File: config.mk
export PLATFORM = sky130hd
export DESIGN_NAME = bram_arbiter
export DESIGN_NICKNAME = d
export VERILOG_FILES = /design/src/rtl/bram_arbiter.sv
export SDC_FILE = /design/constraint.sdc
export NUM_CORES = 1
export LEC_CHECK = 0
export BUFFER_PORTS_ARGS = -buffer_cell sky130_fd_sc_hd__buf_2
export CORE_UTILIZATION = 25
export CTS_BUF_LIST = sky130_fd_sc_hd__clkbuf_8
export CTS_CLUSTER_DIAMETER = 100
export DETAILED_ROUTE_END_ITERATION = 7
export PLACE_DENSITY = 0.63
export SYNTH_ARGS = -nofsm -noshare
export SYNTH_HDL_FRONTEND = slang
export SYNTH_SLANG_ARGS = --single-unit
export TNS_END_PERCENT = 50
File: constraint.sdc
create_clock -name clk -period 1.3 [get_ports clk]
set_input_delay 0.065 -clock clk [delete_from_list [all_inputs] [get_ports clk]]
set_output_delay 0.065 -clock clk [all_outputs]
set_load 0.01 [all_outputs]
File: src/rtl/bram_arbiter.sv
// bram_arbiter: two-requester arbiter in front of a single-port BRAM, with a
// built-in sequencer that zeroes the whole memory on request. Read responses
// are routed back to the issuing requester through a tag pipeline that matches
// the BRAM read latency.
// Optional feature: define BRAM_ARBITER_FIXED_PRIO_EN to give requester 0
// fixed priority instead of round-robin arbitration.
module bram_arbiter #(
    parameter int P_ADDR_BITS    = 14,
    parameter int P_READ_LATENCY = 1
) (
    input  logic                   clk,
    input  logic                   rst_n,
    input  logic [1:0]             req_valid,
    output logic [1:0]             req_ready,
    input  logic [1:0]             req_wren,
    input  logic [P_ADDR_BITS-1:0] req_addr0,
    input  logic [P_ADDR_BITS-1:0] req_addr1,
    input  logic [31:0]            req_wdata0,
    input  logic [31:0]            req_wdata1,
    output logic [1:0]             rsp_valid,
    output logic [31:0]            rsp_data,
    input  logic                   clear_start,
    output logic                   clear_busy,
    output logic                   clear_done,
    output logic                   bram_en,
    output logic                   bram_wren,
    output logic [P_ADDR_BITS-1:0] bram_addr,
    output logic [31:0]            bram_d_in,
    input  logic [31:0]            bram_d_out
);

    typedef enum logic {
        IDLE,
        CLEAR
    } state_t;

    state_t                   state_q, state_d;
    logic [P_ADDR_BITS-1:0]   clearCnt_q, clearCnt_d;
    logic                     clearDone_q, clearDone_d;
    logic                     bramEn_q, bramEn_d;
    logic                     bramWren_q, bramWren_d;
    logic [P_ADDR_BITS-1:0]   bramAddr_q, bramAddr_d;
    logic [31:0]              bramDin_q, bramDin_d;
    logic                     issueId_q, issueId_d;
    logic [P_READ_LATENCY-1:0] tagValid_q, tagValid_d;
    logic [P_READ_LATENCY-1:0] tagId_q, tagId_d;
    logic [1:0]               grant;

`ifndef BRAM_ARBITER_FIXED_PRIO_EN
    // Index of the requester that won the most recent handshake.
    logic                     rrLast_q, rrLast_d;
`endif

    // Arbitration, clear sequencing and next BRAM command selection.
    always_comb begin
        state_d     = state_q;
        clearCnt_d  = clearCnt_q;
        clearDone_d = 1'b0;
        grant       = 2'b00;
        bramEn_d    = 1'b0;
        bramWren_d  = 1'b0;
        bramAddr_d  = bramAddr_q;
        bramDin_d   = bramDin_q;
        issueId_d   = issueId_q;
`ifndef BRAM_ARBITER_FIXED_PRIO_EN
        rrLast_d    = rrLast_q;
`endif
        case (state_q)
            IDLE: begin
                if (clear_start) begin
                    state_d = CLEAR;
                end else begin
`ifdef BRAM_ARBITER_FIXED_PRIO_EN
                    if (req_valid[0]) begin
                        grant = 2'b01;
                    end else if (req_valid[1]) begin
                        grant = 2'b10;
                    end
`else
                    if (req_valid == 2'b11) begin
                        grant = rrLast_q ? 2'b01 : 2'b10;
                    end else begin
                        grant = req_valid;
                    end
                    if (grant != 2'b00) begin
                        rrLast_d = grant[1];
                    end
`endif
                    if (grant != 2'b00) begin
                        bramEn_d   = 1'b1;
                        bramWren_d = grant[1] ? req_wren[1] : req_wren[0];
                        bramAddr_d = grant[1] ? req_addr1 : req_addr0;
                        bramDin_d  = grant[1] ? req_wdata1 : req_wdata0;
                        issueId_d  = grant[1];
                    end
                end
            end
            CLEAR: begin
                bramEn_d   = 1'b1;
                bramWren_d = 1'b1;
                bramAddr_d = clearCnt_q;
                bramDin_d  = 32'd0;
                clearCnt_d = clearCnt_q + P_ADDR_BITS'(1);
                if (&clearCnt_q) begin
                    state_d     = IDLE;
                    clearDone_d = 1'b1;
                end
            end
            default: begin
                state_d = IDLE;
            end
        endcase
    end

    // Tag pipeline shifts one stage per cycle; a stage enters when a read is on the BRAM port.
    always_comb begin
        tagValid_d    = '0;
        tagId_d       = '0;
        tagValid_d[0] = bramEn_q & ~bramWren_q;
        tagId_d[0]    = issueId_q;
        for (int i = 1; i < P_READ_LATENCY; i++) begin
            tagValid_d[i] = tagValid_q[i-1];
            tagId_d[i]    = tagId_q[i-1];
        end
    end

    // State, command and tag registers with synchronous active-low reset.
    always_ff @(posedge clk) begin
        if (!rst_n) begin
            state_q     <= IDLE;
            clearCnt_q  <= '0;
            clearDone_q <= 1'b0;
            bramEn_q    <= 1'b0;
            bramWren_q  <= 1'b0;
            bramAddr_q  <= '0;
            bramDin_q   <= '0;
            issueId_q   <= 1'b0;
            tagValid_q  <= '0;
            tagId_q     <= '0;
        end else begin
            state_q     <= state_d;
            clearCnt_q  <= clearCnt_d;
            clearDone_q <= clearDone_d;
            bramEn_q    <= bramEn_d;
            bramWren_q  <= bramWren_d;
            bramAddr_q  <= bramAddr_d;
            bramDin_q   <= bramDin_d;
            issueId_q   <= issueId_d;
            tagValid_q  <= tagValid_d;
            tagId_q     <= tagId_d;
        end
    end

`ifndef BRAM_ARBITER_FIXED_PRIO_EN
    // Round-robin pointer; starts at requester 0 so requester 1 wins the first conflict.
    always_ff @(posedge clk) begin
        if (!rst_n) begin
            rrLast_q <= 1'b0;
        end else begin
            rrLast_q <= rrLast_d;
        end
    end
`endif

    assign req_ready  = grant;
    assign clear_busy = (state_q == CLEAR);
    assign clear_done = clearDone_q;
    assign bram_en    = bramEn_q;
    assign bram_wren  = bramWren_q;
    assign bram_addr  = bramAddr_q;
    assign bram_d_in  = bramDin_q;
    assign rsp_valid  = tagValid_q[P_READ_LATENCY-1]
                        ? (tagId_q[P_READ_LATENCY-1] ? 2'b10 : 2'b01) : 2'b00;
    assign rsp_data   = tagValid_q[P_READ_LATENCY-1] ? bram_d_out : 32'd0;

endmodule

== Word level (Yosys, flattened, before mapping) ==
Cells that the tools add are included.
Word-level totals
  register bits after elaboration: 67
  input port bits: 131
  output and inout bits: 86
  logic and storage cells: 51
Operators by class
  add/subtract/negate cells: 1
  equality and inequality tests: 3
  mux-type cells: 28
  bitwise operators: 4
  reduce and logical (&&, ||, !) cells: 5
Operators by type and width (number)
  $mux 32: 4
  $pmux 32 s2: 1
  $mux 14: 3
  $pmux 14 s2: 1
  $mux 2: 8
  $add 14x1->14 const B: 1
  $reduce_and 14->1: 1
  $mux 1: 8
  $pmux 1 s2: 3
  $ne 2x2->1 const B: 2
  $reduce_and 2->1: 2
  $not 1->1: 3
  $reduce_and 3->1: 1
  $eq 2x2->1 const B: 1
  $reduce_bool 2->1: 1
  $and 1x1->1: 1

== Depth between registers and ports, before layout ==
Gate-level depths: netlist of run 1.
  depth after elaboration: 8
  depth in mapped cells: 5
  depth with buffers taken out: 4

== Worst setup path before layout of run 1 ==
No wires, ideal clock.
  path kind: register -> register
  from: register clearCnt_q[1]
  to: register clearCnt_q[10]
  library setup time: 0.071 ns
  data arrival time: 1.321 ns
  required time: 1.229 ns
  path slack: -0.092 ns
  stages on the path, launching flop included: 5
  buffers on the path: 0
  period minus slack after synthesis: 1.392 ns
  path through: dfxtp_1 > ha_1 > nand2_1 > or4_1 > a21oi_1
Between the ends
  longest elaborated chain between the ends: 1
Ends and longest elaborated chain
  from (decl): line 38  | logic [P_ADDR_BITS-1:0] clearCnt_q, clearCnt_d;
  from (signal assigned): line 142  | clearCnt_q <= clearCnt_d;
  $add 14x1->14: line 103  | clearCnt_d = clearCnt_q + P_ADDR_BITS'(1);
Every way passes these cells.
A chain may end at the register's enable or synchronous reset.

== Worst setup path after layout of run 1 ==
  from: register rrLast_q
  to: register bramWren_q, in the netlist bram_wren
Between the ends
  longest elaborated chain between the ends: 8
  elaborated cells between the ends (all ways): 9
  those cells by class: mux (8); reduce/logical (1)
Ends and longest elaborated chain
  from (decl): line 51  | logic rrLast_q, rrLast_d;
  from (signal assigned): line 160  | rrLast_q <= rrLast_d;
  $mux 2 (*): line 81  | grant = rrLast_q ? 2'b01 : 2'b10;
  $mux 2 (*): line 80  | if (req_valid == 2'b11) begin
  $mux 2 (*): line 70  | if (clear_start) begin
  $mux 2 (*): line 68  | case (state_q)
  $mux 1 / $reduce_bool 2->1 (equally long branches): line 91, 89
  $mux 1 (*): line 89  | if (grant != 2'b00) begin
  $mux 1 (*): line 70
  $pmux 1 s2 (*): line 68
  to (signal assigned): line 145  | bramWren_q <= bramWren_d;
  to (decl): line 41  | logic bramWren_q, bramWren_d;
Every way passes the cells marked *; elsewhere a longest branch is shown, timed or not. The select of a mux whose other input is x is not followed.

==> results_dict.tcl, run 1 <==
set metrics [dict create \
    timing.rr.end "bram_wren$_SDFF_PN0_" \
    leakage_uw 0.00299 \
    path_clk_slew_ns 0.08 \
    drt_iter0_markers 85 \
    area_growth_syn_to_layout_pct 89.3 \
    cts_sinks 67 \
    power.share.clock_pct 35.0 \
    total_power_uw 5210 \
    port_buffers 216 \
    fin_cells 831 \
    n_antenna_cell 0 \
    final_max_slew_viol_count 0 \
    clock.fmax_ghz 0.746 \
    required_ns 1.56 \
    routedWlPerCell_um 15.3 \
    setup_violations 19 \
    hold_path_end "bram_d_in[3]$_SDFFE_PN0P_" \
    timing.hold.ws_ns 0.0151 \
    rr_worst_depth 4 \
    dieArea_mm2 0.0134 \
    cp_slowest_cell "dfxtp_2" \
    period_needed_ns 1.34 \
    grt_pass1_vias 3772 \
    r2r-start "rrLast_q$_SDFFE_PN0P_" \
    insertion_delay_ns 0.36 \
    ys_seq_area_share_pct 41.4 \
    stdcell_area_mm2 0.00613 \
    cp_slowest_stage_delay_ns 0.35 \
    cp.arrival_ns 1.60 \
    die_width_um 116 \
    cts_htree_levels 3 \
    synthCells 319 \
    cts_made_buffers 9 \
    finalWirelength_um 12700 \
    internal-power_uw 3720 \
    antenna_left 0 \
    finalClockSkew_ns 0.00972 \
    power_density_mw_per_mm2 851 \
    synth-seq-cells 67 \
    antenna_found_initial 0 \
    syn_avg_cell_area_um2 10.1 \
    whs_path_depth 3 \
    place.gp.congestion 0.730 \
    status "complete, but fails checks" \
    hold_start "req_wdata1[3]" \
    dr.pass1.iters 4 \
    syn_nets 451 \
    core_mm2 0.0126 \
    grt.overflow.total 0 \
    slew_headroom_pct 69.8 \
    cp-start-kind "flip-flop" \
    placed_area_mm2 0.00472 \
    via_per_inst 4.66 \
    final_common_cell "buf_2" \
    worst_pin_slew_ns 0.452 \
    power.share.combinational_pct 22.9 \
    ioPinCount 217 \
    hpwl_um 7530 \
    ctsLongestPathBuffers 2 \
    yosysUniqueCellTypes 44 \
    crit_chain "a21boi_4, buf_8, mux2_4, o211a_1" \
    clockRootBuffer "clkbuf_8" \
    finalHoldViolCount 0 \
    power.switching_uw 1490 \
    end_kind "flip-flop" \
    layout.nets 786 \
    p_sw_share_pct 28.6 \
    setup_ws_ns -0.0408 \
    rows 41 \
    drc 0 \
    dp.cells 716 \
    grt_first_pass_wirelength_um 17700 \
    final_cell_mix "215 x buf_2, 87 x dlygate4sd3_1, 56 x dfxtp_1" \
    grt_use_total_pct 17.5 \
    pre_cts_ws_ns -0.0632 \
    vias 3872 \
    hp-class "in2reg" \
    die_y_um 116 \
    fillers 1167 \
    worst-setup-path-type "reg2reg" \
    period_share_pct 103 \
    synth_top_area_cell "dfxtp_1" \
    critPathMaxFanout 7 \
    synth_area_leaders "dfxtp_1 41%, mux2i_1 15%, o2bb2ai_1 8.7%, and2_1 7.3%, a32oi_1 3.2%" \
    cap_violations 0 \
    ir_drop_mv 0.520 \
    rsz0062_at_grt "yes" \
    drive_above_1_share_pct 48.0 \
    yosysTopAreaCellShare_pct 41.4 \
    cts_tree "yes" \
    initial_utilization_pct 25.6 \
    grt_max_degree 45 \
    timing.reg2reg.setup_slack_ns -0.04 \
    netlist_area_mm2 0.00324 \
    violations "setup timing" \
    ys_warn_count 0 \
    seqPwrFrac_pct 42.2 \
]
==> power by group through the flow <==
stage / clock network (uW) / logic, uW / registers [uW]
global route: 1980 / 1290 / 2210
CTS: 1880 / 1120 / 2200
finish: 1820 / 1190 / 2200
detailed placement: 0 / 866 / 2250
global placement: 0 / 849 / 2250
floorplan: 0 / 391 / 2280
==> logic make-up after synthesis <==
| kind of cell | share of synthesized area [%] |
|---|---|
| buffers and inverters | 5.10 |
| multiplexers | 15.5 |
| adder cells (fa/ha/maj) | 0.386 |
| AND/OR/NAND/NOR | 17.7 |
| AO/OA/AOI/OAI | 19.1 |
| flip-flops | 41.4 |
| XOR/XNOR | 0.812 |
==> stage by stage <==
step	setup TNS (ns)	utilization, %
2_1_floorplan	0	-
3_3_place_gp	-0.153	37.4
3_5_place_dp	-1.55	37.4
4_1_cts	-0.239	46.9
5_1_grt	-2.24	48.5
6_report	-0.271	48.5
==> cells in the mapped netlist <==
cell type and instances:
buf_8 2, buf_4 2, o22ai_1 2, nor2b_1 3, mux2_1 1, buf_2 5, nand2b_1 8, o21bai_2 1
nor2_2 1, dfxtp_1 67, nor3_1 1, a21boi_2 1, buf_6 3, o2bb2ai_1 32, o21a_1 1, ha_1 1
o31ai_1 4, inv_1 3, or3_1 2, a21boi_0 1, a32oi_1 12, clkbuf_1 12, o211a_1 1, o21ai_1 13
nand3b_1 1, xor2_1 3, a21oi_1 8, and3_1 3, nand4_2 1, or4_1 4, nand2_1 10, mux2i_1 49
o211ai_2 1, nand4_1 2, and4b_1 1, and2_1 38, nor4_2 4, a41o_1 1, nor2_1 7, nand4_4 1
nand3_1 3, a22oi_1 1, clkbuf_2 1, a211oi_1 1
==> worst max path at each step <==
stage	from	to	slack, ns	cells after the start
floorplan	clear_busy$_SDFF_PN0_	clearCnt_q[10]$_SDFFE_PN0P_	0.02	4
global placement	clear_busy$_SDFF_PN0_	bram_d_in[23]$_SDFFE_PN0P_	-0.01	5
detailed placement	clear_busy$_SDFF_PN0_	bram_d_in[3]$_SDFFE_PN0P_	-0.06	5
CTS	rrLast_q$_SDFFE_PN0P_	req_ready[1]	-0.03	4
global route	rrLast_q$_SDFFE_PN0P_	req_ready[1]	-0.08	4
finish	rrLast_q$_SDFFE_PN0P_	bram_wren$_SDFF_PN0_	-0.04	4
==> area by class of cell <==
| cell class | count | area, um^2 | share of cell area, % |
|---|---|---|---|
| timing repair buffer | 348 | 2430 | 39.7 |
| multi-input combinational | 225 | 1900 | 30.9 |
| inverter | 3 | 11.3 | 0.184 |
| clock inverter | 7 | 75.1 | 1.23 |
| tap | 172 | 215 | 3.51 |
| clock buffer | 9 | 124 | 2.02 |
| sequential | 67 | 1370 | 22.4 |
==> flip-flops by register name, summed over array words and instances (netlist names) <==
signal / flops
bram_d_in: 32
bram_addr: 14
clearCnt_q: 14
bram_en: 1
bram_wren: 1
clear_busy: 1
clear_done: 1
rrLast_q: 1
tagId_q: 1
tagValid_q: 1
==> routing by layer <==
metal	GRT usage (%)	share of wire [%]
met4	10.4	3.3
met2	32.1	53
met5	0	0
met3	4.34	5.8
met1	17.9	38
==> repair_timing <==
action / in CTS / in global routing
pin swaps: 6 / 4
setup buffers: 6 / 2
cloned: 0 / 4
hold buffers: 87 / 0
hold endpoints to repair: 45 / 0
resized for setup: 23 / 24
endpoints found under the setup margin: 79 / 81
==> worst max-delay path, delay by kind of cell, from the launching register on <==
family	cells	cell delay (ns)
AO/OA/AOI/OAI	2	0.39
multiplexers	1	0.32
flip-flops	1	0.35
buffers and inverters	1	0.19
No activity file was read; power rests on OpenSTA's default activity.
==> inputs of run 2 (changes only) <==
--- a/config.mk
+++ b/config.mk
@@ -11,6 +11,7 @@
 export CTS_CLUSTER_DIAMETER = 100
 export DETAILED_ROUTE_END_ITERATION = 7
 export PLACE_DENSITY = 0.63
+export SKIP_LAST_GASP = 1
 export SYNTH_ARGS = -nofsm -noshare
 export SYNTH_HDL_FRONTEND = slang
 export SYNTH_SLANG_ARGS = --single-unit
==> run 2 against run 1 <==
Net effect: the flow still finishes with violations (setup timing); cell count up 0.12%; core utilization fell by 0.23 points; clock-buffer cell count stayed put; critical path depth is the same.
==> results_dict.tcl, run 2 (synthesis gave the netlist of run 1 again) <==
set metrics [dict create \
    slew_headroom_pct 71.1 \
    routedWlPerCell_um 15.5 \
    dr.pass1.iters 4 \
    n_antenna_cell 0 \
    place.gp.congestion 0.730 \
    hpwl_um 7530 \
    dp.cells 716 \
    critPathMaxFanout 7 \
    period_needed_ns 1.34 \
    timing.hold.ws_ns 0.0226 \
    insertion_delay_ns 0.35 \
    rsz0062_at_grt "yes" \
    grt_use_met1_pct 18.0 \
    fillers 1158 \
    die_width_um 116 \
    finalClockSkew_ns 0.0101 \
    clockRootBuffer "clkbuf_8" \
    period_share_pct 103 \
    cap_violations 0 \
    worst_pin_slew_ns 0.433 \
    status "complete, but fails checks" \
    drive_above_1_share_pct 47.7 \
    timing.reg2reg.setup_slack_ns -0.04 \
    grt.overflow.total 0 \
    grt.busiest_layer "met2" \
    final_max_slew_viol_count 0 \
    end_kind "flip-flop" \
    path_clk_slew_ns 0.08 \
    clock.fmax_ghz 0.745 \
    final_common_cell "buf_2" \
    final_cell_mix "215 x buf_2, 87 x dlygate4sd3_1, 56 x dfxtp_1" \
    fin_cells 832 \
    hp-class "in2reg" \
    power_density_mw_per_mm2 852 \
    grt_first_pass_wirelength_um 18100 \
    layout.nets 787 \
    ir_drop_mv 0.520 \
    required_ns 1.56 \
    ioPinCount 217 \
    largest_reg_flops 32 \
    cts_made_buffers 9 \
    port_buffers 216 \
    antenna_left 0 \
    via_per_inst 4.72 \
    antenna_found_initial 0 \
    setup_ws_ns -0.0423 \
    cts_htree_levels 3 \
    initial_utilization_pct 25.6 \
    multi_input_area_mm2 0.00186 \
    dieArea_mm2 0.0134 \
    pre_cts_ws_ns -0.0632 \
    grt_use_total_pct 17.9 \
    leakage_uw 0.00295 \
    cts_sinks 67 \
    die_y_um 116 \
    violations "setup timing" \
    cts_tree "yes" \
    drt_iter0_markers 120 \
    vias 3923 \
    drc 0 \
    grt_pass1_vias 3856 \
    finalWirelength_um 12900 \
    ctsLongestPathBuffers 2 \
    seqCellArea_mm2 0.00137 \
    met3_usage_pct 4.39 \
    worst-setup-path-type "reg2reg" \
    cp.arrival_ns 1.60 \
    core_mm2 0.0126 \
    grt_max_degree 45 \
    rows 41 \
    finalHoldViolCount 0 \
    global_route.usage.met2_pct 32.8 \
    setup_violations 27 \
    area_growth_syn_to_layout_pct 88.4 \
    cp-start-kind "flip-flop" \
]
[run 2: changes by cell type in the layout (fill, tap and decap cells not counted), sizes merged]
cell	change
buf	+1
[run 2: worst paths after layout]
| path | start | end | cells past startpoint |
|---|---|---|---|
| worst min register to register | bram_wren$_SDFF_PN0_ | tagValid_q$_SDFF_PN0_ | 1 |
| worst max register to register | rrLast_q$_SDFFE_PN0P_ | bram_wren$_SDFF_PN0_ | 4 |
| worst min-delay path | req_wdata1[3] | bram_d_in[3]$_SDFFE_PN0P_ | 3 |
| worst max-delay path | rrLast_q$_SDFFE_PN0P_ | bram_wren$_SDFF_PN0_ | 4 |
[run 2: metrics by stage]
stage / setup TNS, ns / util (%) / power, uW / area, um^2
2_1_floorplan: 0 / - / 2670 / 3260
3_3_place_gp: -0.153 / 37.4 / 3100 / 4720
3_5_place_dp: -1.55 / 37.4 / 3110 / 4720
4_1_cts: -0.287 / 46.7 / 5180 / 5900
5_1_grt: -2.84 / 48.3 / 5460 / 6100
6_report: -0.348 / 48.3 / 5190 / 6100
[run 2: report_power, final]
part | leakage, uW | total, uW | switching [uW] | internal, uW
logic | 0.00230 | 1190 | 502 | 684
clock network | 0.0000981 | 1810 | 910 | 899
registers | 0.000553 | 2200 | 61.0 | 2140
total | 0.00295 | 5190 | 1470 | 3720
[run 2: worst max-delay path: stages (launching register included)]
cell	delay, ns
dfxtp_2	0.35
a21boi_4	0.19
buf_8	0.19
mux2_4	0.32
o211a_1	0.20
[run 2: what timing repair did]
item,CTS,global route
pin swaps,4,8
hold endpoints to repair,45,0
setup endpoints to repair,79,81
resized for setup,18,24
setup buffers,6,3
hold buffers,87,0
cloned,0,4
[run 2: layout make-up]
type	instances	area share, %
well taps	172	3.53
clock inverters	7	1.23
inverters	3	0.185
multi-input cells	225	30.6
repair buffers	349	40.0
flip-flops and latches	67	22.5
clock buffers	9	2.03
[run 2: metal layers]
metal | vias up | share of wire, % | wire length, um
met5 | - | 0 | 0
met4 | 0 | 4.3 | 558
met3 | 51 | 6.5 | 832
met2 | 198 | 52 | 6670
met1 | 1820 | 37 | 4810
li1 | 1854 | - | -
==> inputs of run 3 (changes only) <==
--- a/config.mk
+++ b/config.mk
@@ -5,12 +5,13 @@
 export SDC_FILE = /design/constraint.sdc
 export NUM_CORES = 1
 export LEC_CHECK = 0
+export ABC_AREA = 1
 export BUFFER_PORTS_ARGS = -buffer_cell sky130_fd_sc_hd__buf_2
 export CORE_UTILIZATION = 25
 export CTS_BUF_LIST = sky130_fd_sc_hd__clkbuf_8
 export CTS_CLUSTER_DIAMETER = 100
 export DETAILED_ROUTE_END_ITERATION = 7
-export PLACE_DENSITY = 0.63
+export PLACE_DENSITY = 0.61
 export SKIP_LAST_GASP = 1
 export SYNTH_ARGS = -nofsm -noshare
 export SYNTH_HDL_FRONTEND = slang
==> run 3 against run 2 <==
Net effect: the run now ends clean; cell count grew 13%; global-route usage decreased by 1.0 points; clock-buffer cell count is the same; synthesized area rose by 9.2%; worst setup slack gained 0.062 ns; clock skew is 0.00053 ns lower; highest routed layer is now met5.
==> results_dict.tcl, run 3 <==
set metrics [dict create \
    setup_tns_ns 0 \
    status "complete, no violations" \
    synth_common_cells "147 x nand2_1, 67 x dfxtp_1, 56 x inv_1" \
    period_share_pct 98.5 \
    grt.overflow.total 0 \
    initial_utilization_pct 25.6 \
    ctsLongestPathBuffers 2 \
    leakage_uw 0.00303 \
    layout.nets 888 \
    fillers 1449 \
    routedWlPerCell_um 13.5 \
    grt_pass1_vias 3928 \
    critPathMaxFanout 7 \
    rows 43 \
    yosysUniqueCellTypes 35 \
    setup_violations 0 \
    timing.hold.ws_ns 0.0136 \
    cp-start-kind "flip-flop" \
    hp-class "in2reg" \
    worst-setup-path-type "reg2reg" \
    path_clk_slew_ns 0.08 \
    ys_warn_count 0 \
    ys_async_sr_fraction_pct 0 \
    dieArea_mm2 0.0146 \
    final_common_cell "buf_2" \
    rsz0062_at_grt "yes" \
    clock.fmax_ghz 0.781 \
    final_cell_mix "214 x buf_2, 141 x nand2_1, 63 x dfxtp_1" \
    drc 0 \
    cts_made_buffers 9 \
    grt_first_pass_wirelength_um 18800 \
    stdcell_area_mm2 0.00570 \
    end_kind "flip-flop" \
    final_max_slew_viol_count 0 \
    syn_nets 630 \
    synth_edf_count 0 \
    syn_avg_cell_area_um2 7.10 \
    ir_drop_mv 0.429 \
    grt_max_degree 33 \
    die_y_um 121 \
    finalClockSkew_ns 0.00957 \
    via_per_inst 4.38 \
    drive_above_1_share_pct 45.7 \
    cts_tree "yes" \
    drt_iter0_markers 113 \
    netlist_area_mm2 0.00353 \
    finalWirelength_um 12700 \
    slew_headroom_pct 79.6 \
    largest_reg_flops 32 \
    place.gp.congestion 0.826 \
    cts_htree_levels 3 \
    utilization_pct 41.2 \
    antenna_left 0 \
    placed_area_mm2 0.00496 \
    hpwl_um 9310 \
    die_width_um 121 \
    worst_pin_slew_ns 0.306 \
    antenna_found_initial 3 \
    yosysMostFrequentCell "nand2_1" \
    ys.flop_type "dfxtp_1" \
    port_buffers 216 \
    cp.arrival_ns 1.53 \
    total_power_uw 5360 \
    core_mm2 0.0138 \
    synth_top_area_cell "dfxtp_1" \
    ioPinCount 217 \
    vias 4126 \
    grt_use_total_pct 16.9 \
    cts_sinks 67 \
    finalHoldViolCount 0 \
    yosysTopAreaCellShare_pct 38.0 \
    required_ns 1.55 \
    synth-seq-cells 67 \
    synthCells 498 \
    clockRootBuffer "clkbuf_8" \
    area_growth_syn_to_layout_pct 61.2 \
    cap_violations 0 \
    power_density_mw_per_mm2 941 \
    insertion_delay_ns 0.35 \
    period_needed_ns 1.28 \
    dr.pass1.iters 4 \
    synth_area_leaders "dfxtp_1 38%, nand2_1 16%, inv_1 5.9%, o21ai_2 5.0%, o211ai_1 4.7%" \
    ys_seq_area_share_pct 38.0 \
]
## run 3: stage by stage
step,setup slack (ns),cells
6_report,0.0201,943
5_1_grt,-0.0569,942
3_3_place_gp,0.0241,890
2_1_floorplan,0.0232,498
4_1_cts,-0.00657,937
3_5_place_dp,0.0133,890
## run 3: report_power, final
part | total (uW) | internal, uW | switching (uW) | leakage (uW)
combinational | 1210 | 595 | 611 | 0.00237
sequential | 2220 | 2160 | 58.8 | 0.000550
clock | 1930 | 1080 | 856 | 0.000111
total | 5360 | 3830 | 1530 | 0.00303
## run 3: repair_timing
item,4_1_cts,5_1_grt
buffers inserted,2,3
resized for setup,16,26
endpoints found under the setup margin,21,36
hold endpoints to repair,15,0
pin swaps,4,13
gates cloned,1,1
hold buffers,28,0
## run 3: worst paths after layout
check	from	to	slack, ns	cells after the start
worst max-delay path	rrLast_q$_SDFFE_PN0P_	bram_addr[11]$_SDFFE_PN0P_	0.02	9
worst min register to register	bram_wren$_SDFF_PN0_	tagValid_q$_SDFF_PN0_	0.41	1
worst min-delay path	req_wdata0[20]	bram_d_in[20]$_SDFFE_PN0P_	0.01	3
worst max register to register	rrLast_q$_SDFFE_PN0P_	bram_addr[11]$_SDFFE_PN0P_	0.02	9
## run 3: cells by family (layout without fill, tap and decap cells)
logic type / after synthesis / count (layout) / share of synthesized area [%]
and+or+nand+nor: 244 / 244 / 30.8
xor gates and xnor gates: 1 / 1 / 0.248
adders and majority gates: 1 / 1 / 0.354
DFF: 67 / 67 / 38.0
AOI/OAI and AO/OA: 95 / 95 / 19.1
buffers and inverters: 90 / 353 / 11.5
other: 0 / 2 / 0
## run 3: final cells by class
class	count	area, um^2	area share, %
Multi-Input combinational cell	341	1860	32.6
Timing Repair Buffer	274	1790	31.3
Sequential cell	67	1350	23.7
Inverter	63	251	4.42
Tap cell	180	225	3.95
Clock buffer	9	124	2.17
Clock inverter	7	93.8	1.65
Antenna cell	2	5.00	0.0879
## run 3: routing by layer
metal | routed length (um) | global-route usage [%] | part of all wire, % | vias up
met5 | 13 | 0 | 0.10 | -
met4 | 339 | 7.33 | 2.7 | 2
met3 | 906 | 4.98 | 7.1 | 22
met2 | 6610 | 31.7 | 52 | 153
met1 | 4820 | 17.1 | 38 | 1855
li1 | - | - | - | 2094
## run 3: critical path, cell delays in order, from the launching register on
cell	delay [ns]
dfxtp_2	0.33
nand2_2	0.07
nand2_4	0.09
buf_12	0.15
buf_12	0.13
buf_12	0.12
nand2_1	0.05
nand3_1	0.09
o211ai_2	0.08
nand2_1	0.07
